### config.mk
export PLATFORM = sky130hd
export DESIGN_NAME = shift_arbiter_flat
export DESIGN_NICKNAME = d
export VERILOG_FILES = /design/src/rtl/shift_arbiter_pkg.sv /design/src/rtl/shift_arbiter_if.sv /design/src/rtl/shift_arbiter_rr_grant.sv /design/src/rtl/shift_arbiter_shifters.sv /design/src/rtl/shift_arbiter.sv /design/src/flat_wrapper.sv
export SDC_FILE = /design/constraint.sdc
export NUM_CORES = 1
export LEC_CHECK = 0
export CAP_MARGIN = 10
export CORE_ASPECT_RATIO = 1.1
export CORE_MARGIN = 2
export CORE_UTILIZATION = 35
export CTS_CLUSTER_SIZE = 24
export DETAILED_ROUTE_END_ITERATION = 10
export SYNTH_ARGS = -nofsm -noshare
export SYNTH_HDL_FRONTEND = slang
export SYNTH_SLANG_ARGS = --single-unit
### constraint.sdc
create_clock -name clk -period 2.95 [get_ports clk]
set_input_delay 0.4425 -clock clk [delete_from_list [all_inputs] [get_ports clk]]
set_output_delay 0.4425 -clock clk [all_outputs]
set_load 0.02 [all_outputs]
### src/rtl/shift_arbiter_pkg.sv
// +--------------------------------------------------------------------+
// | shift_pkg : shared types for the shift_arbiter block                |
// | Rev 1.0 - initial release                                           |
// +--------------------------------------------------------------------+
`default_nettype none

package shift_pkg;

  typedef enum logic {EMPTY, FULL} arb_state_t;

  typedef enum logic {DIR_LEFT = 1'b0, DIR_RIGHT = 1'b1} shift_dir_t;

endpackage

`default_nettype wire

### src/rtl/shift_arbiter_if.sv
// +--------------------------------------------------------------------+
// | shift_arbiter_if : request/response bus between clients and arbiter |
// | Rev 1.0 - initial release                                           |
// +--------------------------------------------------------------------+
`default_nettype none

interface shift_arbiter_if #(
  parameter int N = 3,
  parameter int R = 4
);
  localparam int DW  = 2**N;
  localparam int IDW = $clog2(R);

  logic [R-1:0]         req_valid;
  logic [R-1:0]         req_ready;
  logic [R-1:0][DW-1:0] req_data;
  logic [R-1:0][N-1:0]  req_amt;
  logic [R-1:0]         req_dir;
  logic                 resp_valid;
  logic                 resp_ready;
  logic [DW-1:0]        resp_data;
  logic [IDW-1:0]       resp_id;

  modport master (
    output req_valid, req_data, req_amt, req_dir, resp_ready,
    input  req_ready, resp_valid, resp_data, resp_id
  );

  modport slave (
    input  req_valid, req_data, req_amt, req_dir, resp_ready,
    output req_ready, resp_valid, resp_data, resp_id
  );

endinterface

`default_nettype wire

### src/rtl/shift_arbiter_rr_grant.sv
// +--------------------------------------------------------------------+
// | rr_grant : combinational round-robin search starting at ptr         |
// | Rev 1.0 - initial release                                           |
// +--------------------------------------------------------------------+
`default_nettype none

module rr_grant #(
  parameter  int R   = 4,
  localparam int IDW = $clog2(R)
) (
  input  logic [R-1:0]   req,
  input  logic [IDW-1:0] ptr,
  output logic [R-1:0]   grant,
  output logic [IDW-1:0] gnt_idx,
  output logic           any
);

  // Walk offsets from farthest to nearest so the nearest hit to ptr wins.
  always_comb begin : p_search
    logic [IDW-1:0] idx;
    grant   = '0;
    gnt_idx = '0;
    any     = 1'b0;
    idx     = '0;
    for (int k = R - 1; k >= 0; k--) begin
      idx = IDW'((int'(ptr) + k) % R);
      if (req[idx]) begin
        grant      = '0;
        grant[idx] = 1'b1;
        gnt_idx    = idx;
        any        = 1'b1;
      end
    end
  end

endmodule

`default_nettype wire

### src/rtl/shift_arbiter_shifters.sv
// +--------------------------------------------------------------------+
// | param_left_shifter / param_right_shifter : 2**N-bit barrel rotators |
// | Rev 1.0 - initial release                                           |
// +--------------------------------------------------------------------+
`default_nettype none

module param_left_shifter #(
  parameter int N = 3
) (
  input  logic [2**N-1:0] data,
  input  logic [N-1:0]    amt,
  output logic [2**N-1:0] result
);
  localparam int DW = 2**N;

  // Shifting a doubled copy makes the wrapped bits fall out of the top half.
  logic [2*DW-1:0] w_dbl;

  assign w_dbl  = {data, data} << amt;
  assign result = w_dbl[2*DW-1:DW];

endmodule

module param_right_shifter #(
  parameter int N = 3
) (
  input  logic [2**N-1:0] data,
  input  logic [N-1:0]    amt,
  output logic [2**N-1:0] result
);
  localparam int DW = 2**N;

  logic [2*DW-1:0] w_dbl;

  assign w_dbl  = {data, data} >> amt;
  assign result = w_dbl[DW-1:0];

endmodule

`default_nettype wire

### src/rtl/shift_arbiter.sv
// +--------------------------------------------------------------------+
// | shift_arbiter : round-robin sharing of one rotate datapath by R     |
// | requesters, with a registered one-deep result stage.                |
// | Rev 1.0 - initial release                                           |
// +--------------------------------------------------------------------+
`default_nettype none

module shift_arbiter
  import shift_pkg::*;
#(
  parameter int N = 3,
  parameter int R = 4
) (
  input  wire logic        clk,
  input  wire logic        reset_n,
  shift_arbiter_if.slave   bus
);
  localparam int DW  = 2**N;
  localparam int IDW = $clog2(R);

  arb_state_t     r_state;
  arb_state_t     w_state_nxt;
  logic [IDW-1:0] r_ptr;
  logic [IDW-1:0] w_ptr_nxt;
  logic [DW-1:0]  r_resp_data;
  logic [IDW-1:0] r_resp_id;

  logic [R-1:0]   w_grant;
  logic [IDW-1:0] w_gnt_idx;
  logic           w_any;
  logic           w_can_accept;
  logic           w_xfer;

  logic [DW-1:0]  w_sel_data;
  logic [N-1:0]   w_sel_amt;
  shift_dir_t     w_sel_dir;
  logic [DW-1:0]  w_rotl;
  logic [DW-1:0]  w_rotr;
  logic [DW-1:0]  w_result;

  rr_grant #(.R(R)) u_grant (
    .req     (bus.req_valid),
    .ptr     (r_ptr),
    .grant   (w_grant),
    .gnt_idx (w_gnt_idx),
    .any     (w_any)
  );

  assign w_sel_data = bus.req_data[w_gnt_idx];
  assign w_sel_amt  = bus.req_amt[w_gnt_idx];
  assign w_sel_dir  = shift_dir_t'(bus.req_dir[w_gnt_idx]);

  param_left_shifter #(.N(N)) u_lsh (
    .data   (w_sel_data),
    .amt    (w_sel_amt),
    .result (w_rotl)
  );

  param_right_shifter #(.N(N)) u_rsh (
    .data   (w_sel_data),
    .amt    (w_sel_amt),
    .result (w_rotr)
  );

  assign w_result = (w_sel_dir == DIR_RIGHT) ? w_rotr : w_rotl;

  // The result slot frees up in the same cycle the consumer takes it.
  assign w_can_accept  = (r_state == EMPTY) || bus.resp_ready;
  assign w_xfer        = w_any && w_can_accept && reset_n;
  assign bus.req_ready = (reset_n && w_can_accept) ? w_grant : '0;

  assign w_ptr_nxt = (w_gnt_idx == IDW'(R - 1)) ? '0 : w_gnt_idx + 1'b1;

  always_ff @(posedge clk or negedge reset_n) begin
    if (!reset_n) begin
      r_state <= EMPTY;
    end else begin
      r_state <= w_state_nxt;
    end
  end

  always_comb begin
    w_state_nxt = r_state;
    case (r_state)
      EMPTY:   if (w_xfer) w_state_nxt = FULL;
      FULL:    if (!w_xfer && bus.resp_ready) w_state_nxt = EMPTY;
      default: w_state_nxt = EMPTY;
    endcase
  end

  always_ff @(posedge clk or negedge reset_n) begin
    if (!reset_n) begin
      r_ptr       <= '0;
      r_resp_data <= '0;
      r_resp_id   <= '0;
    end else if (w_xfer) begin
      r_ptr       <= w_ptr_nxt;
      r_resp_data <= w_result;
      r_resp_id   <= w_gnt_idx;
    end
  end

  assign bus.resp_valid = (r_state == FULL);
  assign bus.resp_data  = r_resp_data;
  assign bus.resp_id    = r_resp_id;

  a_ready_onehot : assert property (@(posedge clk) disable iff (!reset_n)
    $onehot0(bus.req_ready));

  a_stall_stable : assert property (@(posedge clk) disable iff (!reset_n)
    (bus.resp_valid && !bus.resp_ready) |=>
      (bus.resp_valid && $stable(bus.resp_data) && $stable(bus.resp_id)));

endmodule

`default_nettype wire

### src/flat_wrapper.sv
// flat-port wrapper written by rule: the top's interface ports become plain ports
module shift_arbiter_flat import shift_pkg::*;
#(
  parameter int N = 3,
  parameter int R = 4
)
  (clk, reset_n, bus_req_valid, bus_req_data, bus_req_amt, bus_req_dir, bus_resp_ready, bus_req_ready, bus_resp_valid, bus_resp_data, bus_resp_id);
  shift_arbiter_if #(.N(N), .R(R)) bus_i ();
  input  wire logic clk;
  input  wire logic reset_n;
  input wire logic [$bits(bus_i.req_valid)-1:0] bus_req_valid;
  input wire logic [$bits(bus_i.req_data)-1:0] bus_req_data;
  input wire logic [$bits(bus_i.req_amt)-1:0] bus_req_amt;
  input wire logic [$bits(bus_i.req_dir)-1:0] bus_req_dir;
  input wire logic [$bits(bus_i.resp_ready)-1:0] bus_resp_ready;
  output wire logic [$bits(bus_i.req_ready)-1:0] bus_req_ready;
  output wire logic [$bits(bus_i.resp_valid)-1:0] bus_resp_valid;
  output wire logic [$bits(bus_i.resp_data)-1:0] bus_resp_data;
  output wire logic [$bits(bus_i.resp_id)-1:0] bus_resp_id;
  assign bus_i.req_valid = bus_req_valid;
  assign bus_i.req_data = bus_req_data;
  assign bus_i.req_amt = bus_req_amt;
  assign bus_i.req_dir = bus_req_dir;
  assign bus_i.resp_ready = bus_resp_ready;
  assign bus_req_ready = bus_i.req_ready;
  assign bus_resp_valid = bus_i.resp_valid;
  assign bus_resp_data = bus_i.resp_data;
  assign bus_resp_id = bus_i.resp_id;
  shift_arbiter #(.N(N), .R(R)) u_core (.clk(clk), .reset_n(reset_n), .bus(bus_i));
endmodule
==> run metrics <==
outcome=finished, final reports clean; total number of clock tree sinks=13; total DRC errors in the routed layout=0; overall global routing resource usage=0.1865; # fillers=between 500 and 600; total negative setup slack=0 ns; number of pins with negative max-slew slack in the final report=0; top cells by count, synth=sky130_fd_sc_hd__mux2i_1 (52), sky130_fd_sc_hd__a211oi_1 (24), sky130_fd_sc_hd__a21oi_1 (23); number of nets still failing antenna checks after routing=0; Worst Hold Margin=between 0.4 and 0.5 ns; Die Y-Extent=roughly 91 µm; ports placed on the boundary=70; largest fanout on the critical path=8; first-pass GRT wire length=between 10000 and 15000 µm; Most used DFF post-synth=sky130_fd_sc_hd__dfrtp_1; count leader, synth=sky130_fd_sc_hd__mux2i_1; Distinct cells, synth=44; via count=approximately 2500; clock tree root driver cell=sky130_fd_sc_hd__clkbuf_8; footprint of the flip-flops and latches=roughly 330 µm²; placed wire-length estimate after detailed placement=between 5000 and 6000 µm; count of input and output buffers=69; violation count after the first detailed-route iteration=between 100 and 150; number of flops mapped to enable cells by yosys=0; number of warnings printed during yosys synthesis=0; worst slew pin tran=~0.43 ns; register clock-pin slew on the reported worst setup and hold paths=roughly 0.05 ns; Clock Tree Buf Depth=2; Critical Path AT=between 2 and 3 ns; maximum achievable frequency=350.7 MHz; Clock H-tree levels=1; area growth from synthesis to layout=59.23%; Initial Utilization=0.3637; ratio of final minimum period to clock period=0.9665; per-cell routed wire length=roughly 17 µm; Synth Cell Area=between 2000 and 2500 µm²; Antenna Cells=0; setup slack of the most critical reg-to-reg path=a little under 0.1 ns; max-slew headroom at the worst pin=0.7152; number of antenna violations at the first check in global routing=0; vias in the first global route=around 2500; number of failing hold endpoints at the final stage=0; PD cells=about 1400 nW/µm²; die footprint=about 7600 µm²; min Tclk post-route=approximately 2.9 ns; Startpoint Class=flip-flop; global placer's final weighted congestion=approximately 0.90; Avg Vias per Cell=between 5 and 6; endpoint class of the critical path=flip-flop; largest net degree at the start of global routing=17; Die X-Extent=around 83 µm; overflow left after global routing=0; area inside the core boundary=6633 µm²; number of synthesized register bits=13; R2R depth=12; total power consumption of the routed design=between 5 and 6 mW; later-pin clock latency in the skew report=between 0.2 and 0.25 ns; clock tree from TritonCTS=done; RSZ-0062 raised after global routing=true; sequential cell area fraction in the yosys report=0.1349; WS Path Type=reg2reg; Mapped Avg Cell Area=~9.5 µm²; cell type with the largest total area after synthesis=sky130_fd_sc_hd__mux2i_1; Setup Skew=0.0009983 ns; leakage=1.548 nW; end point of the critical path=u_core.bus.resp_data[6]$_DFFE_PN0P_; count of endpoints failing setup in the final report=0; number of maximum-capacitance constraint violations=0; cell count after synthesis=between 200 and 300; fraction of layout cells with a size suffix above 1=0.3552; clock buffers created by TritonCTS=3; num rows=31; area share of the largest cell type after synthesis=0.2158; number of nets in the finished design=between 400 and 500; Async SR Flop Fraction=1.000; required time worst endpoint=~3.1 ns; area of the multi-input gates=2188 µm²; Peak supply drop=about 550 µV; capture point of the worst reg-to-reg path=u_core.bus.resp_data[6]$_DFFE_PN0P_; critical path startpoint=u_core.r_ptr[0]$_DFFE_PN0P_; router iterations before antenna repair=4; path type of the worst min-delay path=reg2reg; critical register-to-register path startpoint=u_core.r_ptr[0]$_DFFE_PN0P_; number of nets produced by synthesis=316; drt total wl=around 7400 µm; top area cells in the synthesized netlist=sky130_fd_sc_hd__mux2i_1 (22%), sky130_fd_sc_hd__dfrtp_1 (13%), sky130_fd_sc_hd__a211oi_1 (7.5%)
where the power goes:
part	switching, mW	internal [mW]	leakage [nW]
logic	2.36	2.48	1.38
clock network	0.0548	0.0948	0.0228
registers	0.0572	0.268	0.148
how the worst min path moves through the flow:
stage	start	endpoint	slack [ns]	cells after the start
after detailed placement	u_core.bus.resp_id[1]$_DFFE_PN0P_	u_core.bus.resp_id[1]$_DFFE_PN0P_	0.48	2
after floorplan	reset_n	u_core.bus.resp_data[0]$_DFFE_PN0P_	0.15	0
after CTS	u_core.bus.resp_id[1]$_DFFE_PN0P_	u_core.bus.resp_id[1]$_DFFE_PN0P_	0.49	2
after global placement	u_core.bus.resp_id[0]$_DFFE_PN0P_	u_core.bus.resp_id[0]$_DFFE_PN0P_	0.47	2
after global routing	u_core.bus.resp_id[0]$_DFFE_PN0P_	u_core.bus.resp_id[0]$_DFFE_PN0P_	0.56	2
final	u_core.bus.resp_id[1]$_DFFE_PN0P_	u_core.bus.resp_id[1]$_DFFE_PN0P_	0.49	2
area by class of cell:
type                    count  area share
repair buffers            126      0.3042
inverters                   3    0.002932
flip-flops and latches     13     0.08469
well taps                  82     0.02671
multi-input cells         220      0.5697
clock buffers               4     0.01173
stage by stage:
step,std cells,cell area [µm²],worst slack (ns),utilization
finish,448,3841,0.09886,0.5791
global route,448,3841,-0.05678,0.5791
CTS,441,3595,0.08726,0.5420
detailed placement,432,3455,-0.3802,0.5208
global placement,432,3455,-0.3751,0.5208
floorplan,254,2415,0.02843,-
cells in the final DEF (no fill, tap or decap), types with 6 or more instances in the layout:
cell type	n
sky130_fd_sc_hd__clkdlybuf4s50_1	61
sky130_fd_sc_hd__dfrtp_1	13
sky130_fd_sc_hd__mux4_2	6
sky130_fd_sc_hd__ha_1	6
sky130_fd_sc_hd__mux2i_2	8
sky130_fd_sc_hd__buf_4	49
sky130_fd_sc_hd__a211oi_1	23
sky130_fd_sc_hd__o2bb2ai_1	6
sky130_fd_sc_hd__mux2_4	7
sky130_fd_sc_hd__nor2b_1	16
sky130_fd_sc_hd__mux2i_1	38
sky130_fd_sc_hd__dlygate4sd2_1	8
sky130_fd_sc_hd__mux2i_4	8
sky130_fd_sc_hd__nand2_1	14
sky130_fd_sc_hd__a21oi_1	19
sky130_fd_sc_hd__mux2_2	11
flip-flops by register name (all words and copies together), names as in the netlist:
signal,count
u_core.bus.resp_data,8
u_core.bus.resp_valid,1
u_core.bus.resp_id,2
u_core.r_ptr,2
logic make-up (layout without fill, tap and decap cells):
logic type | Yosys count | after routing | share of synthesized area
adder cells (fa/ha/maj) | 7 | 7 | 0.03631
AND/OR/NAND/NOR | 46 | 46 | 0.1058
XOR/XNOR | 1 | 1 | 0.003631
AO/OA/AOI/OAI | 84 | 85 | 0.2547
flip-flops | 13 | 13 | 0.1349
multiplexers | 81 | 81 | 0.4087
buffers and inverters | 22 | 133 | 0.05601
layer usage:
layer | vias to the layer above | share of wire | GRT usage
li1 | 1239 | - | -
met1 | 1190 | 0.43 | 0.2274
met2 | 61 | 0.53 | 0.3542
met3 | 4 | 0.036 | 0.02000
met4 | 0 | 0.0043 | 0.03279
met5 | - | 0 | 0
timing repair:
action | CTS | global route
pin swaps | 1 | 6
cloned | 0 | 1
resized for setup | 23 | 38
hold buffers | 0 | 0
endpoints found under the setup margin | 12 | 8
buffers inserted | 5 | 6
critical path, stage by stage (launching register included):
cell and delay [ns]:
sky130_fd_sc_hd__dfrtp_1 0.40, sky130_fd_sc_hd__buf_6 0.15, sky130_fd_sc_hd__mux2_4 0.32, sky130_fd_sc_hd__mux2_2 0.29
sky130_fd_sc_hd__buf_4 0.17, sky130_fd_sc_hd__a211oi_4 0.22, sky130_fd_sc_hd__mux2i_1 0.10, sky130_fd_sc_hd__mux2_2 0.30
sky130_fd_sc_hd__mux2i_4 0.24, sky130_fd_sc_hd__nor3_4 0.08, sky130_fd_sc_hd__buf_12 0.15, sky130_fd_sc_hd__o2bb2ai_1 0.12
sky130_fd_sc_hd__a221oi_1 0.20
(Power assumes the default switching activity.)
